$ cat src/rtl/tile_seq_pkg.sv
// Shared types and defaults for the tile sequencer.
// State encoding is fixed at 3 bits so it can be probed from the datapath side.
package tile_seq_pkg;

    typedef enum logic [2:0] {
        StIdle  = 3'd0,
        StLoadW = 3'd1,
        StExec  = 3'd2,
        StAdd   = 3'd3,
        StWrite = 3'd4,
        StDone  = 3'd5,
        StErr   = 3'd6
    } state_t;

    localparam int unsigned DefaultTimeout = 1023;

endpackage

$ cat src/rtl/seq_watchdog.sv
// Per-state watchdog: counts cycles spent waiting for a phase to complete and
// flags expiry on the TIMEOUT-th enabled cycle since the last clear.
import tile_seq_pkg::*;

module seq_watchdog #(
    parameter int unsigned TIMEOUT = DefaultTimeout
) (
    input  logic clk,
    input  logic rstn,
    input  logic i_clear,
    input  logic i_enable,
    output logic o_expire
);

    localparam int unsigned CntW = $clog2(TIMEOUT + 1);

    logic [CntW-1:0] r_cnt;

    always_ff @(posedge clk or negedge rstn) begin
        if (!rstn) begin
            r_cnt <= '0;
        end else if (i_clear) begin
            r_cnt <= '0;
        end else if (i_enable && (r_cnt != CntW'(TIMEOUT))) begin
            r_cnt <= r_cnt + 1'b1;
        end
    end

    // r_cnt holds the number of completed wait cycles, so the current cycle is r_cnt+1.
    assign o_expire = i_enable && (r_cnt == CntW'(TIMEOUT - 1));

endmodule

$ cat src/rtl/tile_seq_ctrl.sv
// Tile sequencer: LOAD_W -> EXEC -> ADD -> WRITE over a programmable tile count,
// with optional per-tile weight reload, per-channel adder tracking, watchdog and abort.
import tile_seq_pkg::*;

module tile_seq_ctrl #(
    parameter int unsigned TILE_W   = 8,
    parameter int unsigned N_ADDERS = 4,
    parameter int unsigned TIMEOUT  = DefaultTimeout
) (
    input  logic                clk,
    input  logic                rstn,
    input  logic                start,
    input  logic                abort,
    input  logic [TILE_W-1:0]   num_tiles,
    input  logic                reload_weights,
    output logic                load_weight_en,
    input  logic                load_weight_done,
    output logic                exec_en,
    input  logic                load_data_exec_done,
    output logic [N_ADDERS-1:0] adder_en,
    input  logic [N_ADDERS-1:0] adder_done,
    output logic                write_en,
    input  logic                write_output_done,
    output logic [TILE_W-1:0]   tile_idx,
    output logic                is_last,
    output logic                busy,
    output logic                done,
    output logic                error
);

    state_t              r_state, w_state_d;
    logic [TILE_W-1:0]   r_tile, w_tile_d;
    logic [TILE_W-1:0]   r_last_idx, w_last_idx_d;
    logic                r_reload, w_reload_d;
    logic [N_ADDERS-1:0] r_mask, w_mask_d;

    logic                w_is_last;
    logic [N_ADDERS-1:0] w_mask_left;
    logic                w_wd_en;
    logic                w_wd_clear;
    logic                w_wd_expire;

    assign w_is_last   = (r_tile == r_last_idx);
    assign w_mask_left = r_mask & ~adder_done;
    assign w_wd_en     = (r_state == StLoadW) || (r_state == StExec) ||
                         (r_state == StAdd)   || (r_state == StWrite);
    assign w_wd_clear  = (w_state_d != r_state);

    seq_watchdog #(
        .TIMEOUT (TIMEOUT)
    ) u_watchdog (
        .clk      (clk),
        .rstn     (rstn),
        .i_clear  (w_wd_clear),
        .i_enable (w_wd_en),
        .o_expire (w_wd_expire)
    );

    always_comb begin
        w_state_d    = r_state;
        w_tile_d     = r_tile;
        w_last_idx_d = r_last_idx;
        w_reload_d   = r_reload;
        w_mask_d     = r_mask;
        if (abort) begin
            w_state_d = StIdle;
            w_tile_d  = '0;
            w_mask_d  = '0;
        end else begin
            unique case (r_state)
                StIdle: begin
                    if (start) begin
                        w_state_d    = StLoadW;
                        w_tile_d     = '0;
                        // A zero tile count runs a single tile.
                        w_last_idx_d = (num_tiles == '0) ? '0 : num_tiles - TILE_W'(1);
                        w_reload_d   = reload_weights;
                    end
                end
                StLoadW: begin
                    if (load_weight_done) begin
                        w_state_d = StExec;
                    end else if (w_wd_expire) begin
                        w_state_d = StErr;
                    end
                end
                StExec: begin
                    if (load_data_exec_done) begin
                        w_state_d = StAdd;
                        w_mask_d  = '1;
                    end else if (w_wd_expire) begin
                        w_state_d = StErr;
                    end
                end
                StAdd: begin
                    w_mask_d = w_mask_left;
                    if (w_mask_left == '0) begin
                        w_state_d = StWrite;
                    end else if (w_wd_expire) begin
                        w_state_d = StErr;
                        w_mask_d  = '0;
                    end
                end
                StWrite: begin
                    if (write_output_done) begin
                        if (w_is_last) begin
                            w_state_d = StDone;
                        end else begin
                            w_tile_d  = r_tile + TILE_W'(1);
                            w_state_d = r_reload ? StLoadW : StExec;
                        end
                    end else if (w_wd_expire) begin
                        w_state_d = StErr;
                    end
                end
                StDone: begin
                    w_state_d = StIdle;
                    w_tile_d  = '0;
                end
                StErr: begin
                    w_state_d = StErr;
                end
                default: begin
                    w_state_d = StIdle;
                    w_tile_d  = '0;
                    w_mask_d  = '0;
                end
            endcase
        end
    end

    always_ff @(posedge clk or negedge rstn) begin
        if (!rstn) begin
            r_state    <= StIdle;
            r_tile     <= '0;
            r_last_idx <= '0;
            r_reload   <= 1'b0;
            r_mask     <= '0;
        end else begin
            r_state    <= w_state_d;
            r_tile     <= w_tile_d;
            r_last_idx <= w_last_idx_d;
            r_reload   <= w_reload_d;
            r_mask     <= w_mask_d;
        end
    end

    always_comb begin
        load_weight_en = 1'b0;
        exec_en        = 1'b0;
        adder_en       = '0;
        write_en       = 1'b0;
        done           = 1'b0;
        error          = 1'b0;
        unique case (r_state)
            StLoadW: load_weight_en = 1'b1;
            StExec:  exec_en        = 1'b1;
            StAdd:   adder_en       = r_mask;
            StWrite: write_en       = 1'b1;
            StDone:  done           = 1'b1;
            StErr:   error          = 1'b1;
            default: ;
        endcase
    end

    assign busy     = (r_state != StIdle);
    assign tile_idx = r_tile;
    // Gated so the idle/reset view shows is_last low even though the latched bound matches.
    assign is_last  = busy && w_is_last;

endmodule
$ cat config.mk
export PLATFORM = sky130hd
export DESIGN_NAME = tile_seq_ctrl
export DESIGN_NICKNAME = d
export VERILOG_FILES = /design/src/rtl/tile_seq_pkg.sv /design/src/rtl/seq_watchdog.sv /design/src/rtl/tile_seq_ctrl.sv
export SDC_FILE = /design/constraint.sdc
export NUM_CORES = 1
export LEC_CHECK = 0
export BUFFER_PORTS_ARGS = -buffer_cell sky130_fd_sc_hd__buf_2
export CAP_MARGIN = 20
export CELL_PAD_IN_SITES_DETAIL_PLACEMENT = 1
export CELL_PAD_IN_SITES_GLOBAL_PLACEMENT = 2
export CORE_ASPECT_RATIO = 0.75
export CORE_MARGIN = 8
export CORE_UTILIZATION = 34
export CTS_CLUSTER_DIAMETER = 150
export DETAILED_ROUTE_END_ITERATION = 10
export PLACE_DENSITY = 0.79
export SYNTH_ARGS = -nofsm -noshare
export SYNTH_HDL_FRONTEND = slang
export SYNTH_SLANG_ARGS = --single-unit
$ cat constraint.sdc
create_clock -name clk -period 2.8 [get_ports clk]
set_clock_uncertainty 0.2 [all_clocks]
set_input_delay 0.14 -clock clk [delete_from_list [all_inputs] [get_ports clk]]
set_output_delay 0.14 -clock clk [all_outputs]
set_load 0.01 [all_outputs]
=== Word-level counts from Yosys, hierarchy flattened ===
Cells that the tools add are included.

* Mux-type cells: 29
* $add $sub $neg: 3
* Bitwise operators: 3
* Equal/unequal tests: 16
* Reduce and logical (&&, ||, !) cells: 16

{| class="wikitable"
|+ Operators by type and width
! kind !! number
|-
| 8-bit two-way mux || 5
|-
| 3-bit two-way mux || 8
|-
| 8-bit case mux with 3 select lines || 1
|-
| 10-bit two-way mux || 2
|-
| 4-bit two-way mux || 5
|-
| 3-bit case mux with 6 select lines || 1
|-
| 3-bit inequality test, second input constant || 4
|-
| 4-bit case mux with 3 select lines || 1
|-
| 10-bit by 1-bit adder with 10-bit output, second input constant || 1
|-
| 10-bit == test, second input constant || 1
|-
| 10-bit inequality test, second input constant || 1
|-
| 3-bit == test, second input constant || 3
|-
| 8-bit by 1-bit adder with 8-bit output, second input constant || 1
|-
| 8-bit == test || 1
|-
| 8-bit zero test || 1
|-
| 8-bit by 1-bit subtractor with 8-bit output, second input constant || 1
|-
| 3-bit by 2-bit == test with 1-bit output, second input constant || 2
|-
| 1-bit two-way mux || 5
|-
| 5-bit OR reduction || 1
|-
| 4-bit bitwise AND || 1
|-
| 4-bit zero test || 1
|-
| 2-bit by 1-bit inequality test with 1-bit output, second input constant || 2
|-
| 4-bit inverter || 1
|-
| 4-bit AND reduction || 1
|-
| 12 further kinds || 16
|}

* Output and inout port bits: 19
* Word-level logic and storage cells: 73
* Flip-flop bits (word level): 34
* Input bits: 20

=== Longest topological paths before layout ===
Gate-level depths: netlist of the first run.

* Depth after elaboration: 11
* Gate-level depth with buffers: 8
* Mapped depth without buffers: 7

=== By module ===
Synthesis of the first run repeated with hierarchy kept, for this count alone.

* Cells, all modules: 265
* Area, all modules: 2343.5 um^2

{| class="wikitable"
|+ By module, submodules not included
! module !! times used !! area each (um^2) !! sequential area each (um^2) !! cells each
|-
| tile_seq_ctrl || 1 || 1744.2 || 600.6 || 200
|-
| seq_watchdog || 1 || 599.3 || 250.2 || 65
|}

=== Worst setup path before layout of the first run ===
Ideal clock, no wire load.

* Path kind: flip-flop to flip-flop
* Start point: register r_tile[6], in the netlist tile_idx[6]
* End point: register r_tile[0], in the netlist tile_idx[0]
* Slack: 0.798 ns
* Setup time: 0.125 ns
* Arrival time: 1.677 ns
* Buffers on the path: 1
* Required time: 2.475 ns
* Clock period less this slack: 2.002 ns
* Cell stages (with the launch flop): 7
* Cell sequence: dfrtp_1 > xor2_1 > nor4_4 > nand2_2 > and3_1 > buf_2 > mux2_2

* Word-level cells in the longest chain between the ends: 3

{| class="wikitable"
|+ Ends and longest elaborated chain
! what !! RTL line !! source
|-
| start: declaration || tile_seq_ctrl.sv:32 || <nowiki>logic [TILE_W-1:0] r_tile, w_tile_d;</nowiki>
|-
| start signal: assignment || tile_seq_ctrl.sv:141 || <nowiki>r_tile <= w_tile_d;</nowiki>
|-
| 8-bit == test || tile_seq_ctrl.sv:43 || <nowiki>assign w_is_last = (r_tile == r_last_idx);</nowiki>
|-
| 3-bit inequality test (no source line) || - ||
|-
| 4-bit AND reduction (no source line) || - ||
|}

No other way between the ends.
A chain may end at the register's enable or synchronous reset.

=== Final worst setup path of the first run ===
* Start point: register r_state[0]
* End point: output port adder_en[0]

* Word-level cells in the longest chain between the ends: 2

{| class="wikitable"
|+ Ends and longest elaborated chain
! what !! RTL line !! source
|-
| start: declaration || tile_seq_ctrl.sv:31 || <nowiki>state_t r_state, w_state_d;</nowiki>
|-
| start signal: assignment || tile_seq_ctrl.sv:134 || <nowiki>r_state <= StIdle;</nowiki>
|-
| start signal: assignment || tile_seq_ctrl.sv:140 || <nowiki>r_state <= w_state_d;</nowiki>
|-
| 3-bit by 2-bit == test with 1-bit output || tile_seq_ctrl.sv:155 || <nowiki>unique case (r_state)</nowiki>
|-
| 4-bit two-way mux || tile_seq_ctrl.sv:155 ||
|-
| end: declaration || tile_seq_ctrl.sv:20 || <nowiki>output logic [N_ADDERS-1:0] adder_en,</nowiki>
|}

No other way between the ends.

==> impl_summary.txt, run 1 <==
----------------------------------------------------
[Critical path]
  Worst Path Required ... around 2.5 ns
  Max Fanout on Critical Path ... 17
  Launching element of the worst setup path ... r_state[0]$_DFF_PN0_
  Reg2reg start ... r_state[0]$_DFF_PN0_
  Category of the worst setup path capture point ... output pin
  Destination of the worst register-to-register timing path ... r_last_idx[3]$_DFFE_PN0P_
  Number of cells on the worst reg-to-reg path ... 5
  Flop-to-flop setup slack ... roughly 0.47 ns
  Type of element launching the critical path ... flop
  Worst setup path category ... flop to output pin
  CP arrival ... 2.11 ns

[Global route]
  Met3 global-route usage ... 0.0319
  Met2 routing resource usage after global routing ... 0.189
  Maximum number of pins on one net before global-route repair ... 35
  Layer with the highest usage ... met1
  All-layer global routing usage ... 0.137
  Antenna violations before repair ... 0
  Overflow left after global routing ... 0
  Routing usage on met1 ... 0.204
  First-pass GRT wire length ... 10.4 mm
  Number of global-route vias before repair ... 2,049

[Die]
  Starting utilization of the core area ... 0.355
  Horizontal die dimension ... 110 um
  Rows ... 25
  Vertical die dimension ... 86.7 um
  Total I/O pin count ... 39
  Placeable Area ... 0.00638 mm^2
  Die Outline Area ... 0.00956 mm^2

[Route]
  Post-detailed-route via-to-cell ratio ... 5.31
  Detailed Routing Iterations Pass 1 ... 4
  Number of routed nets with antenna violations ... 0
  Drt initial violations ... 51
  Total via count in the routed design ... a little under 2,000
  Average routed wire per standard cell ... between 15 and 20 um
  Number of DRC violations after detailed routing ... 0
  Routed WL ... 6.33 mm

[Yosys]
  Leading area contributor after synthesis ... sky130_fd_sc_hd__dfrtp_1
  Leading cell types by total area after synthesis ... sky130_fd_sc_hd__dfrtp_1 38%, sky130_fd_sc_hd__o21ai_0 4.4%, sky130_fd_sc_hd__xor2_1 4.2%
  Post-synthesis mux area share ... 0.0232
  Share of the synthesized area in compound gates (AO/OA/AOI/OAI) ... 0.186
  Yosys warning count ... 0
  Area of the mapped netlist ... 0.00227 mm^2
  Syn Inst Count ... 250
  Library cells used by synthesis ... 55
  Basic-gate share of the synthesized area counting and, or, nand and nor cells ... 0.289
  Top flip-flop cell by instance count after synthesis ... sky130_fd_sc_hd__dfrtp_1
  Top cells by instance count after synthesis ... 34 x sky130_fd_sc_hd__dfrtp_1, 23 x sky130_fd_sc_hd__nor2_1, 21 x sky130_fd_sc_hd__nand2_1, 20 x sky130_fd_sc_hd__o21ai_0, 14 x sky130_fd_sc_hd__a21oi_1
  Combinational family with the most area after synthesis ... simple AND/OR/NAND/NOR gates
  Synth Register Bits ... 34
  Sequential fraction of the synthesis area ... 0.375
  Post-synthesis net count ... about 270
  Mean area per synthesized cell ... 9.07 um^2
  Count of flip-flops with a built-in enable after synthesis ... 0
  Async set-or-reset flop fraction in the synthesized netlist ... 1.00
  Portion of synthesized cell area occupied by the leading cell type ... 0.375
  Count leader, synth ... sky130_fd_sc_hd__dfrtp_1
  Xor and xnor fraction of the mapped netlist area ... 0.0773
  Share of synthesized cell area in full adder, half adder and majority cells ... 0.0221

[STA]
  Timing-limited maximum frequency ... 407 MHz
  Rel. slew slack ... 0.448
  Total of endpoints with negative setup slack in the final report ... 0
  Final Max Tran Viols ... 0
  Unrepaired setup endpoints after global routing ... no
  Final Hold Slack ... 0.00781 ns
  Final hold violation count ... 0
  Final period utilization ... 0.876
  Tmin final ... between 2 and 2.5 ns
  Setup TNS ... 0 ns
  Slew of the pin with the lowest slew margin ... 0.828 ns

[Status]
  Result of the run ... completed

[Cells and area]
  Fraction of layout instances using a drive strength above 1 ... 0.214
  Final core occ ... 0.420
  Area Overhead vs Synth ... 18.3%
  Diode count ... 0
  Net count, final ... 317
  Number of fill cells ... 774

[Placement]
  Input/output buffers ... 38
  Detailed placer's ending HPWL ... around 4.8 mm
  GPL Wtd Cong ... ~0.75

[Clock tree]
  Maximum clock path buffer count ... 2
  Setup fix buffers added after clock tree synthesis ... 0
  Clock root buffer ... sky130_fd_sc_hd__clkbuf_8
  Total of cells resized after clock tree synthesis ... 0
  Sink Count ... 34
  TritonCTS clock tree ... yes
  Clk Latency, worst-skew pair ... 0.28 ns
  Number of buffers added by the clock tree synthesis step ... 5
  Clock Pin Slew Worst Setup and Hold Paths ... 0.07 ns
  Number of levels in the clock H-tree ... 2

[Power and ir drop]
  Leakage component of the power ... 1.24 nW
  Power density over the cells ... 486 mW/mm^2
  Worst VDD drop ... ~0.00026 V

[Worst hold path]
  Tightest Hold Check Type ... primary input to flop
  Hold_sp ... num_tiles[3]
  Hold depth ... 3
  Worst Hold Path EP ... r_last_idx[3]$_DFFE_PN0P_

[Job]
  Number of max-cap violations ... 0

----------------------------------------------------
==> where the power goes <==
part | switching (mW) | internal [mW] | total (mW)
logic | 0.150 | 0.110 | 0.260
registers | 0.0551 | 0.533 | 0.588
clock network | 0.187 | 0.267 | 0.454
total | 0.393 | 0.910 | 1.30
==> worst max-delay path by stage <==
stage	endpoint	slack, ns	cells past startpoint
2_1_floorplan	tile_idx[0]$_DFFE_PN0P_	0.80	6
3_3_place_gp	r_mask[0]$_DFFE_PN0P_	0.57	6
6_report	adder_en[0]	0.35	4
3_5_place_dp	r_last_idx[3]$_DFFE_PN0P_	0.50	5
4_1_cts	adder_en[0]	0.36	4
5_1_grt	adder_en[0]	0.20	4
==> placed cells by master (no fill, tap or decap), drive strengths merged, types with 2 or more instances in the layout <==
master,Yosys,routed
buf,6,39
dfrtp,34,34
nor2,23,23
nand2,22,22
o21ai,22,22
a21oi,14,14
nor3,13,13
xor2,11,11
nand2b,10,10
xnor2,9,9
and3,8,8
and2,7,7
clkbuf,2,7
inv,6,6
nand3,6,6
dlygate4sd3,0,5
nor4,5,5
and4,4,4
nor2b,4,4
a31oi,4,4
ha,4,4
o21a,3,3
mux2i,3,3
o211ai,2,2
a21o,2,2
a2bb2oi,2,2
mux2,2,2
a22o,2,2
nor3b,2,2
a311oi,2,2
nand4,2,2
==> critical path, stage by stage, from the launching register on <==
cell	delay (ns)
sky130_fd_sc_hd__dfrtp_1	0.73
sky130_fd_sc_hd__inv_1	0.29
sky130_fd_sc_hd__nor3_2	0.47
sky130_fd_sc_hd__and2_1	0.20
sky130_fd_sc_hd__buf_2	0.14
==> state kept, by name, summed over array words and instances, names as in the netlist <==
name and flops:
tile_idx 8, u_watchdog.r_cnt 10, r_mask 4, r_state 3
r_last_idx 8, r_reload 1
==> per-stage QoR <==
stage | setup slack [ns] | area, um^2 | power [mW] | instances
global route | 0.200 | 2680 | 1.37 | 375
finish | 0.346 | 2680 | 1.30 | 375
floorplan | 0.798 | 2270 | 0.770 | 250
detailed placement | 0.497 | 2530 | 0.856 | 362
CTS | 0.359 | 2680 | 1.32 | 375
global placement | 0.568 | 2530 | 0.851 | 362
==> repair_timing <==
| item | 4_1_cts | 5_1_grt |
|---|---|---|
| hold endpoints to repair | 38 | 0 |
| hold buffers | 5 | 0 |
| setup endpoints to repair | 0 | 0 |
==> per-layer routing <==
metal	vias up	wire [um]	part of all wire
met5	-	0	0
met4	0	42	0.0066
met3	2	268	0.042
met2	34	2510	0.40
met1	968	3500	0.55
li1	986	-	-
==> logic make-up after synthesis <==
logic type	count (synthesis)
fa+ha+maj	4
xor+xnor	20
buf+inv	14
compound gates	63
mux	5
simple gates	110
flops	34
==> cell type report <==
cell class	instances	area [um^2]	share of cell area
clock inverters	1	30.0	0.0112
multi-input cells	202	1350	0.505
clock buffers	7	76.3	0.0285
inverters	6	22.5	0.00840
repair buffers	44	248	0.0924
well taps	81	101	0.0378
flip-flops and latches	34	851	0.317
Power figures use the tool's default switching activity.
==> run 2, diff against run 1 <==
==> constraint.sdc (replaced) <==
create_clock -name clk -period 2.8 [get_ports clk]
set_clock_uncertainty 0.2 [all_clocks]
set_input_delay 0.56 -clock clk [delete_from_list [all_inputs] [get_ports clk]]
set_output_delay 0.56 -clock clk [all_outputs]
set_load 0.01 [all_outputs]
==> impl_summary.txt, run 2 (same netlist as run 1, synthesis figures left out) <==
----------------------------------------------------
[Status]
  Result of the run ... completed

[STA]
  Setup slack of the critical path after layout ... 0.199 ns (-0.147 ns)
  Rel. slew slack ... 0.463 (+0.0151)
  Timing-limited maximum frequency ... 384 MHz (-5.6%)
  Slew of the pin with the lowest slew margin ... 0.806 ns (-0.0226 ns)
  Final hold violation count ... 0 (unchanged)
  Final period utilization ... 0.929 (+0.0524)
  Final Max Tran Viols ... 0 (unchanged)
  Setup TNS ... 0 ns (unchanged)
  Tmin final ... 2.60 ns (+0.147 ns)
  Final Hold Slack ... 0.154 ns (+0.146 ns)
  Total of endpoints with negative setup slack in the final report ... 0 (unchanged)
  Unrepaired setup endpoints after global routing ... no

[Placement]
  Input/output buffers ... 38 (unchanged)
  GPL Wtd Cong ... 0.785 (+4.6%)
  Standard cell area after detailed placement ... 0.00253 mm^2 (+0.30%)
  Detailed placer's ending HPWL ... 4.90 mm (+1.4%)
  Cell count after placement ... 363 (+0.28%)
  Pre-CTS worst setup slack ... 0.494 ns (-0.00378 ns)

[Worst hold path]
  Tightest Hold Check Type ... primary input to async pin

[Clock tree]
  Maximum clock path buffer count ... 2 (unchanged)
  Number of hold-repair buffers added at the cts stage ... 0 (-5)
  Clock Pin Slew Worst Setup and Hold Paths ... 0.07 ns (about the same)
  Clock root buffer ... sky130_fd_sc_hd__clkbuf_8
  Sink Count ... 34 (unchanged)
  Setup fix buffers added after clock tree synthesis ... 0 (unchanged)
  Number of buffers added by the clock tree synthesis step ... 5 (unchanged)
  Total of cells resized after clock tree synthesis ... 0 (unchanged)
  Number of levels in the clock H-tree ... 2 (unchanged)
  Clk Latency, worst-skew pair ... 0.29 ns (about the same)
  TritonCTS clock tree ... yes

[Power and ir drop]
  Switching Fraction ... 0.323 (+0.0217)
  Logic pwr share ... 0.213 (+0.013)
  Internal portion of total power ... 0.840 mW (-7.7%)
  Relative contribution of sequential cells to total power ... 0.473 (+0.021)
  Worst VDD drop ... 0.000182 V (-30%)
  Leakage component of the power ... 1.22 nW (-1.7%)
  Clock power frac ... 0.314 (-0.035)
  Sw Pwr ... 0.401 mW (+2.1%)
  Power density over the cells ... 473 mW/mm^2 (-2.7%)

[Die]
  Horizontal die dimension ... 110 um (unchanged)
  Vertical die dimension ... 86.7 um (unchanged)
  Rows ... 25 (unchanged)
  Total I/O pin count ... 39 (unchanged)
  Starting utilization of the core area ... 0.355 (unchanged)
  Placeable Area ... 0.00638 mm^2 (unchanged)
  Die Outline Area ... 0.00956 mm^2 (unchanged)

[Global route]
  Number of global-route vias before repair ... 2,024 (-1.2%)
  Overflow left after global routing ... 0 (unchanged)
  Maximum number of pins on one net before global-route repair ... 35 (unchanged)
  All-layer global routing usage ... 0.143 (+0.00681)
  Antenna violations before repair ... 0 (unchanged)
  First-pass GRT wire length ... 10.7 mm (+3.0%)

[Critical path]
  Category of the worst setup path capture point ... output pin
  Max Fanout on Critical Path ... 10 (-7)
  Type of element launching the critical path ... flop
  Slowest cell on the critical path ... sky130_fd_sc_hd__dfrtp_1
  Worst Path Buf+Inv ... 2 (unchanged)
  Cell-by-cell listing of the critical path ... inv_1 > nor3_2 > and2_1 > buf_2
  Worst Path Required ... 2.04 ns (-0.42 ns)
  Worst setup path category ... flop to output pin
  Number of cells on the worst reg-to-reg path ... 7 (+2)
  Crit. path cell count ... 4 (unchanged)
  Cell family with the largest share of critical-path delay ... simple AND/OR/NAND/NOR gates
  Delay contributed by the slowest stage of the critical path ... 0.56 ns (-0.17 ns)
  CP arrival ... 1.84 ns (-0.27 ns)

[Cells and area]
  Largest register by flop count ... u_watchdog.r_cnt
  Most common cell after layout, fill and taps aside ... sky130_fd_sc_hd__buf_2
  Top library cells by usage in the layout, fill and taps aside ... 38 x sky130_fd_sc_hd__buf_2, 33 x sky130_fd_sc_hd__dfrtp_1, 23 x sky130_fd_sc_hd__nor2_1
  Post-Layout Inst Area ... 0.00263 mm^2 (-2.1%)
  Area Overhead vs Synth ... 15.8%
  Net count, final ... 313 (-1.3%)
  Flip-flop count of the largest register after layout ... 10 (unchanged)
  Diode count ... 0 (unchanged)
  Number of fill cells ... 769 (-0.65%)
  Finished Layout Cells ... 371 (-1.1%)
  Fraction of layout instances using a drive strength above 1 ... 0.228 (+0.0133)

[Job]
  Number of max-cap violations ... 0 (unchanged)

[Route]
  Number of routed nets with antenna violations ... 0 (unchanged)
  Post-detailed-route via-to-cell ratio ... 5.38 (+1.4%)
  Drt initial violations ... 127 (+150%)
  Total via count in the routed design ... 1,997 (+0.35%)
  Number of DRC violations after detailed routing ... 0 (unchanged)
  Average routed wire per standard cell ... 17.2 um (+2.0%)
  Routed WL ... 6.39 mm (+0.93%)
  Detailed Routing Iterations Pass 1 ... 4 (unchanged)

----------------------------------------------------
run 2: cell types whose count changed in the layout (fill, tap and decap cells not counted), sizes merged:
cell | previous run | this run
buf | 39 | 40
bufinv | 1 | 0
clkinv | 0 | 1
dlygate4sd3 | 5 | 0
run 2: power by group through the flow:
stage / logic, mW / registers, mW / clock network (mW)
floorplan: 0.195 / 0.575 / 0
global placement: 0.262 / 0.592 / 0
detailed placement: 0.265 / 0.595 / 0
CTS: 0.268 / 0.587 / 0.407
global route: 0.297 / 0.593 / 0.427
finish: 0.264 / 0.588 / 0.389
run 2: through the flow:
stage / utilization / total power [mW]
after floorplan: - / 0.770
after CTS: 0.411 / 1.26
final: 0.412 / 1.24
after detailed placement: 0.397 / 0.861
after global placement: 0.397 / 0.854
after global routing: 0.412 / 1.32
run 2: layout make-up:
type	instances	area (um^2)	share of cell area
Clock buffer	7	86.3	0.0329
Clock inverter	1	5.00	0.00191
Inverter	6	22.5	0.00858
Multi-Input combinational cell	202	1350	0.515
Sequential cell	34	852	0.324
Tap cell	81	101	0.0386
Timing Repair Buffer	40	205	0.0781
run 2: worst reg2reg max path, delay by kind of cell (launching register included):
kind | cells | cell delay, ns
compound gates | 1 | 0.25
xor+xnor | 1 | 0.11
buf+inv | 1 | 0.23
flops | 1 | 0.51
simple gates | 4 | 0.84
run 2: final timing paths:
kind / end / start / slack, ns
worst max-delay path: adder_en[3] / r_state[0]$_DFF_PN0_ / 0.20
worst min-delay path: r_state[2]$_DFF_PN0_ / rstn / 0.15
worst max register to register: u_watchdog.r_cnt[8]$_DFFE_PN0P_ / r_state[0]$_DFF_PN0_ / 0.54
worst min register to register: r_last_idx[6]$_DFFE_PN0P_ / r_last_idx[6]$_DFFE_PN0P_ / 0.31
max in group asynchronous: r_state[1]$_DFF_PN0_ / rstn / 1.70
min in group clk: r_last_idx[0]$_DFFE_PN0P_ / num_tiles[0] / 0.29
run 2: per-layer routing:
layer	track usage	vias to the layer above	part of all wire
li1	-	981	-
met1	0.219	972	0.55
met2	0.185	37	0.40
met3	0.0304	7	0.036
met4	0.0579	0	0.015
met5	0	-	0
==> run 3, diff against run 2 <==
- ABC_AREA: default -> 1
- BUFFER_PORTS_ARGS: -buffer_cell sky130_fd_sc_hd__buf_2 -> -buffer_cell sky130_fd_sc_hd__clkbuf_2
- CORE_UTILIZATION: 34 -> 31
==> impl_summary.txt, run 3 <==
----------------------------------------------------
[Clock tree]
  Number of levels in the clock H-tree ... 2 (unchanged)
  Total of cells resized after clock tree synthesis ... 0 (unchanged)
  TritonCTS clock tree ... yes
  Clk Latency, worst-skew pair ... 0.29 ns (about the same)
  Number of hold-repair buffers added at the cts stage ... 0 (unchanged)
  Number of buffers added by the clock tree synthesis step ... 5 (unchanged)
  Setup fix buffers added after clock tree synthesis ... 0 (unchanged)
  Sink Count ... 34 (unchanged)
  Clock root buffer ... sky130_fd_sc_hd__clkbuf_8
  Clock Pin Slew Worst Setup and Hold Paths ... 0.08 ns (about the same)
  Maximum clock path buffer count ... 2 (unchanged)

[Critical path]
  Max Fanout on Critical Path ... 6 (-4)
  Worst setup path category ... flop to output pin
  Type of element launching the critical path ... flop
  Category of the worst setup path capture point ... output pin
  Reg2reg start ... tile_idx[0]$_DFFE_PN0P_
  Delay contributed by the slowest stage of the critical path ... 0.47 ns (-0.09 ns)
  CP arrival ... 1.78 ns (-0.06 ns)
  Critical Path Most Common Cell ... sky130_fd_sc_hd__nor2_1
  Slowest cell on the critical path ... sky130_fd_sc_hd__dfrtp_1
  Number of cells on the worst reg-to-reg path ... 12 (+5)
  Destination of the worst register-to-register timing path ... tile_idx[4]$_DFFE_PN0P_
  Worst Path Required ... 2.04 ns (about the same)
  Flop-to-flop setup slack ... 0.43 ns (-0.11 ns)
  Cell-by-cell listing of the critical path ... inv_2 > nand2_1 > nor2_1 > inv_1 > nor2_1 > clkbuf_2

[Power and ir drop]
  Power density over the cells ... 504 mW/mm^2 (+6.6%)
  Leakage component of the power ... 1.30 nW (+6.6%)
  Worst VDD drop ... 0.000180 V (-1.3%)

[STA]
  Tmin final ... 2.54 ns (-0.0585 ns)
  Setup slack of the critical path after layout ... 0.258 ns (+0.0585 ns)
  Final Max Tran Viols ... 0 (unchanged)
  Final period utilization ... 0.908 (-0.0209)
  Timing-limited maximum frequency ... 393 MHz (+2.3%)
  Slew of the pin with the lowest slew margin ... 0.889 ns (+0.0839 ns)
  Rel. slew slack ... 0.407 (-0.0560)
  Unrepaired setup endpoints after global routing ... no
  Final hold violation count ... 0 (unchanged)
  Total of endpoints with negative setup slack in the final report ... 0 (unchanged)
  Setup TNS ... 0 ns (unchanged)

[Global route]
  Maximum number of pins on one net before global-route repair ... 35 (unchanged)
  Number of global-route vias before repair ... 2,133 (+5.4%)
  Overflow left after global routing ... 0 (unchanged)
  First-pass GRT wire length ... 11.0 mm (+2.1%)
  All-layer global routing usage ... 0.135 (-0.00840)
  Antenna violations before repair ... 0 (unchanged)

[Yosys]
  Mean area per synthesized cell ... 7.10 um^2 (-22%)
  Leading area contributor after synthesis ... sky130_fd_sc_hd__dfrtp_1
  Count of flip-flops with a built-in enable after synthesis ... 0 (unchanged)
  Yosys warning count ... 0 (unchanged)
  Area of the mapped netlist ... 0.00222 mm^2 (-2.0%)
  Post-synthesis net count ... 337 (+23%)
  Count leader, synth ... sky130_fd_sc_hd__nand2_1
  Leading cell types by total area after synthesis ... sky130_fd_sc_hd__dfrtp_1 38%, sky130_fd_sc_hd__nand2_1 13%, sky130_fd_sc_hd__inv_1 7.8%
  Library cells used by synthesis ... 31 (-44%)
  Sequential fraction of the synthesis area ... 0.383 (+0.00782)
  Top flip-flop cell by instance count after synthesis ... sky130_fd_sc_hd__dfrtp_1
  Synth Register Bits ... 34 (unchanged)
  Portion of synthesized cell area occupied by the leading cell type ... 0.383 (+0.00782)
  Async set-or-reset flop fraction in the synthesized netlist ... 1.00 (unchanged)
  Top cells by instance count after synthesis ... 75 x sky130_fd_sc_hd__nand2_1, 46 x sky130_fd_sc_hd__inv_1, 39 x sky130_fd_sc_hd__nor2_1, 34 x sky130_fd_sc_hd__dfrtp_1, 18 x sky130_fd_sc_hd__o21ai_0
  Syn Inst Count ... 313 (+25%)

[Cells and area]
  Finished Layout Cells ... 456 (+23%)
  Multi-input logic area ... 0.00115 mm^2 (-15%)
  Diode count ... 0 (unchanged)
  Top library cells by usage in the layout, fill and taps aside ... 75 x sky130_fd_sc_hd__nand2_1, 46 x sky130_fd_sc_hd__inv_1, 39 x sky130_fd_sc_hd__nor2_1
  Fraction of layout instances using a drive strength above 1 ... 0.170 (-0.0572)
  Net count, final ... 381 (+22%)
  Largest register by flop count ... u_watchdog.r_cnt
  Number of fill cells ... 899 (+17%)
  Area Overhead vs Synth ... 17.9%
  Most common cell after layout, fill and taps aside ... sky130_fd_sc_hd__nand2_1
  Flip-flop count of the largest register after layout ... 10 (unchanged)
  Register area ... 851 um^2 (-0.15%)

[Die]
  Rows ... 26 (+4.0%)
  Total I/O pin count ... 39 (unchanged)
  Vertical die dimension ... 89.3 um (+3.0%)
  Starting utilization of the core area ... 0.324 (-0.0317)
  Horizontal die dimension ... 114 um (+3.1%)
  Die Outline Area ... 0.0102 mm^2 (+6.2%)
  Placeable Area ... 0.00686 mm^2 (+7.6%)

[Placement]
  Cell count after placement ... 448 (+23%)
  Input/output buffers ... 38 (unchanged)
  Detailed placer's ending HPWL ... 5.20 mm (+6.2%)
  Pre-CTS worst setup slack ... 0.330 ns (-0.163 ns)
  GPL Wtd Cong ... 0.780 (-0.66%)

[Route]
  Total via count in the routed design ... 2,105 (+5.4%)
  Met2 WL ... 2.38 mm (-7.3%)
  Post-detailed-route via-to-cell ratio ... 4.62 (-14%)
  Met1 wire length ... 3.69 mm (+5.4%)
  Detailed Routing Iterations Pass 1 ... 4 (unchanged)
  Drt initial violations ... 79 (-38%)
  Number of DRC violations after detailed routing ... 0 (unchanged)
  Wire length on met3 ... 235 um (+3.5%)
  Number of routed nets with antenna violations ... 0 (unchanged)
  DR top layer ... met4
  Routed WL ... 6.35 mm (-0.66%)
  Average routed wire per standard cell ... 13.9 um (-19%)

[Worst hold path]
  Tightest Hold Check Type ... primary input to async pin

[Status]
  Result of the run ... completed

[Job]
  Number of max-cap violations ... 0 (unchanged)

----------------------------------------------------
-- run 3: cell count changes after synthesis, moves of 4 or more --
| cell | previous run | this run |
|---|---|---|
| sky130_fd_sc_hd__nand3_1 | 5 | 17 |
| sky130_fd_sc_hd__inv_1 | 5 | 46 |
| sky130_fd_sc_hd__and4_1 | 4 | 0 |
| sky130_fd_sc_hd__and2_1 | 7 | 0 |
| sky130_fd_sc_hd__nand2_1 | 21 | 75 |
| sky130_fd_sc_hd__nand2b_1 | 10 | 0 |
| sky130_fd_sc_hd__and3_1 | 8 | 1 |
| sky130_fd_sc_hd__nor3_2 | 4 | 0 |
| sky130_fd_sc_hd__nand4_1 | 1 | 7 |
| sky130_fd_sc_hd__a21oi_1 | 14 | 9 |
| sky130_fd_sc_hd__o22ai_1 | 0 | 8 |
| sky130_fd_sc_hd__inv_2 | 1 | 6 |
| sky130_fd_sc_hd__nor2_1 | 23 | 39 |
| sky130_fd_sc_hd__nor2b_1 | 4 | 0 |
-- run 3: critical path, delay by kind of cell (launching register included) --
family        cells  cell delay, ns
flops             1            0.47
simple gates      3            0.55
buf+inv           3            0.48
-- run 3: cell type report --
class,count,area share
clock buffers,6,0.0277
clock inverters,2,0.00526
multi-input cells,223,0.439
inverters,52,0.0746
flip-flops and latches,34,0.325
well taps,98,0.0468
repair buffers,41,0.0813
-- run 3: cell families (layout without fill, tap and decap cells) --
logic type | after synthesis | count (layout) | share of synthesized area
AO/OA/AOI/OAI | 43 | 43 | 0.110
XOR/XNOR | 19 | 19 | 0.0749
adder cells (fa/ha/maj) | 4 | 4 | 0.0225
buffers and inverters | 56 | 101 | 0.0992
flip-flops | 34 | 34 | 0.383
AND/OR/NAND/NOR | 157 | 157 | 0.310
-- run 3: how the worst max path moves through the flow --
stage / start / end / slack (ns) / depth (start not counted)
floorplan: num_tiles[0] / r_last_idx[7]$_DFFE_PN0P_ / 0.75 / 6
global placement: abort / tile_idx[7]$_DFFE_PN0P_ / 0.38 / 8
detailed placement: abort / tile_idx[3]$_DFFE_PN0P_ / 0.33 / 8
CTS: r_state[2]$_DFF_PN0_ / adder_en[1] / 0.26 / 6
global route: r_state[2]$_DFF_PN0_ / adder_en[2] / 0.04 / 6
finish: r_state[2]$_DFF_PN0_ / adder_en[2] / 0.26 / 6
-- run 3: routing by layer --
metal,track usage,vias up
li1,-,1089
met1,0.211,981
met2,0.177,31
met3,0.0297,4
met5,0,-
met4,0.0289,0
-- run 3: through the flow --
step | hold WS, ns | power [mW] | util | area [um^2]
2_1_floorplan | 0.0644 | 0.843 | - | 2220
3_3_place_gp | 0.329 | 0.965 | 0.369 | 2530
3_5_place_dp | 0.324 | 0.966 | 0.369 | 2530
4_1_cts | 0.224 | 1.34 | 0.381 | 2620
5_1_grt | 0.266 | 1.42 | 0.381 | 2620
6_report | 0.187 | 1.32 | 0.381 | 2620
-- run 3: power by group --
part           switching [mW]  internal, mW  total, mW  leakage (nW)
combinational           0.231         0.126      0.357         0.800
sequential             0.0502         0.544      0.594         0.458
clock                   0.191         0.176      0.367        0.0452
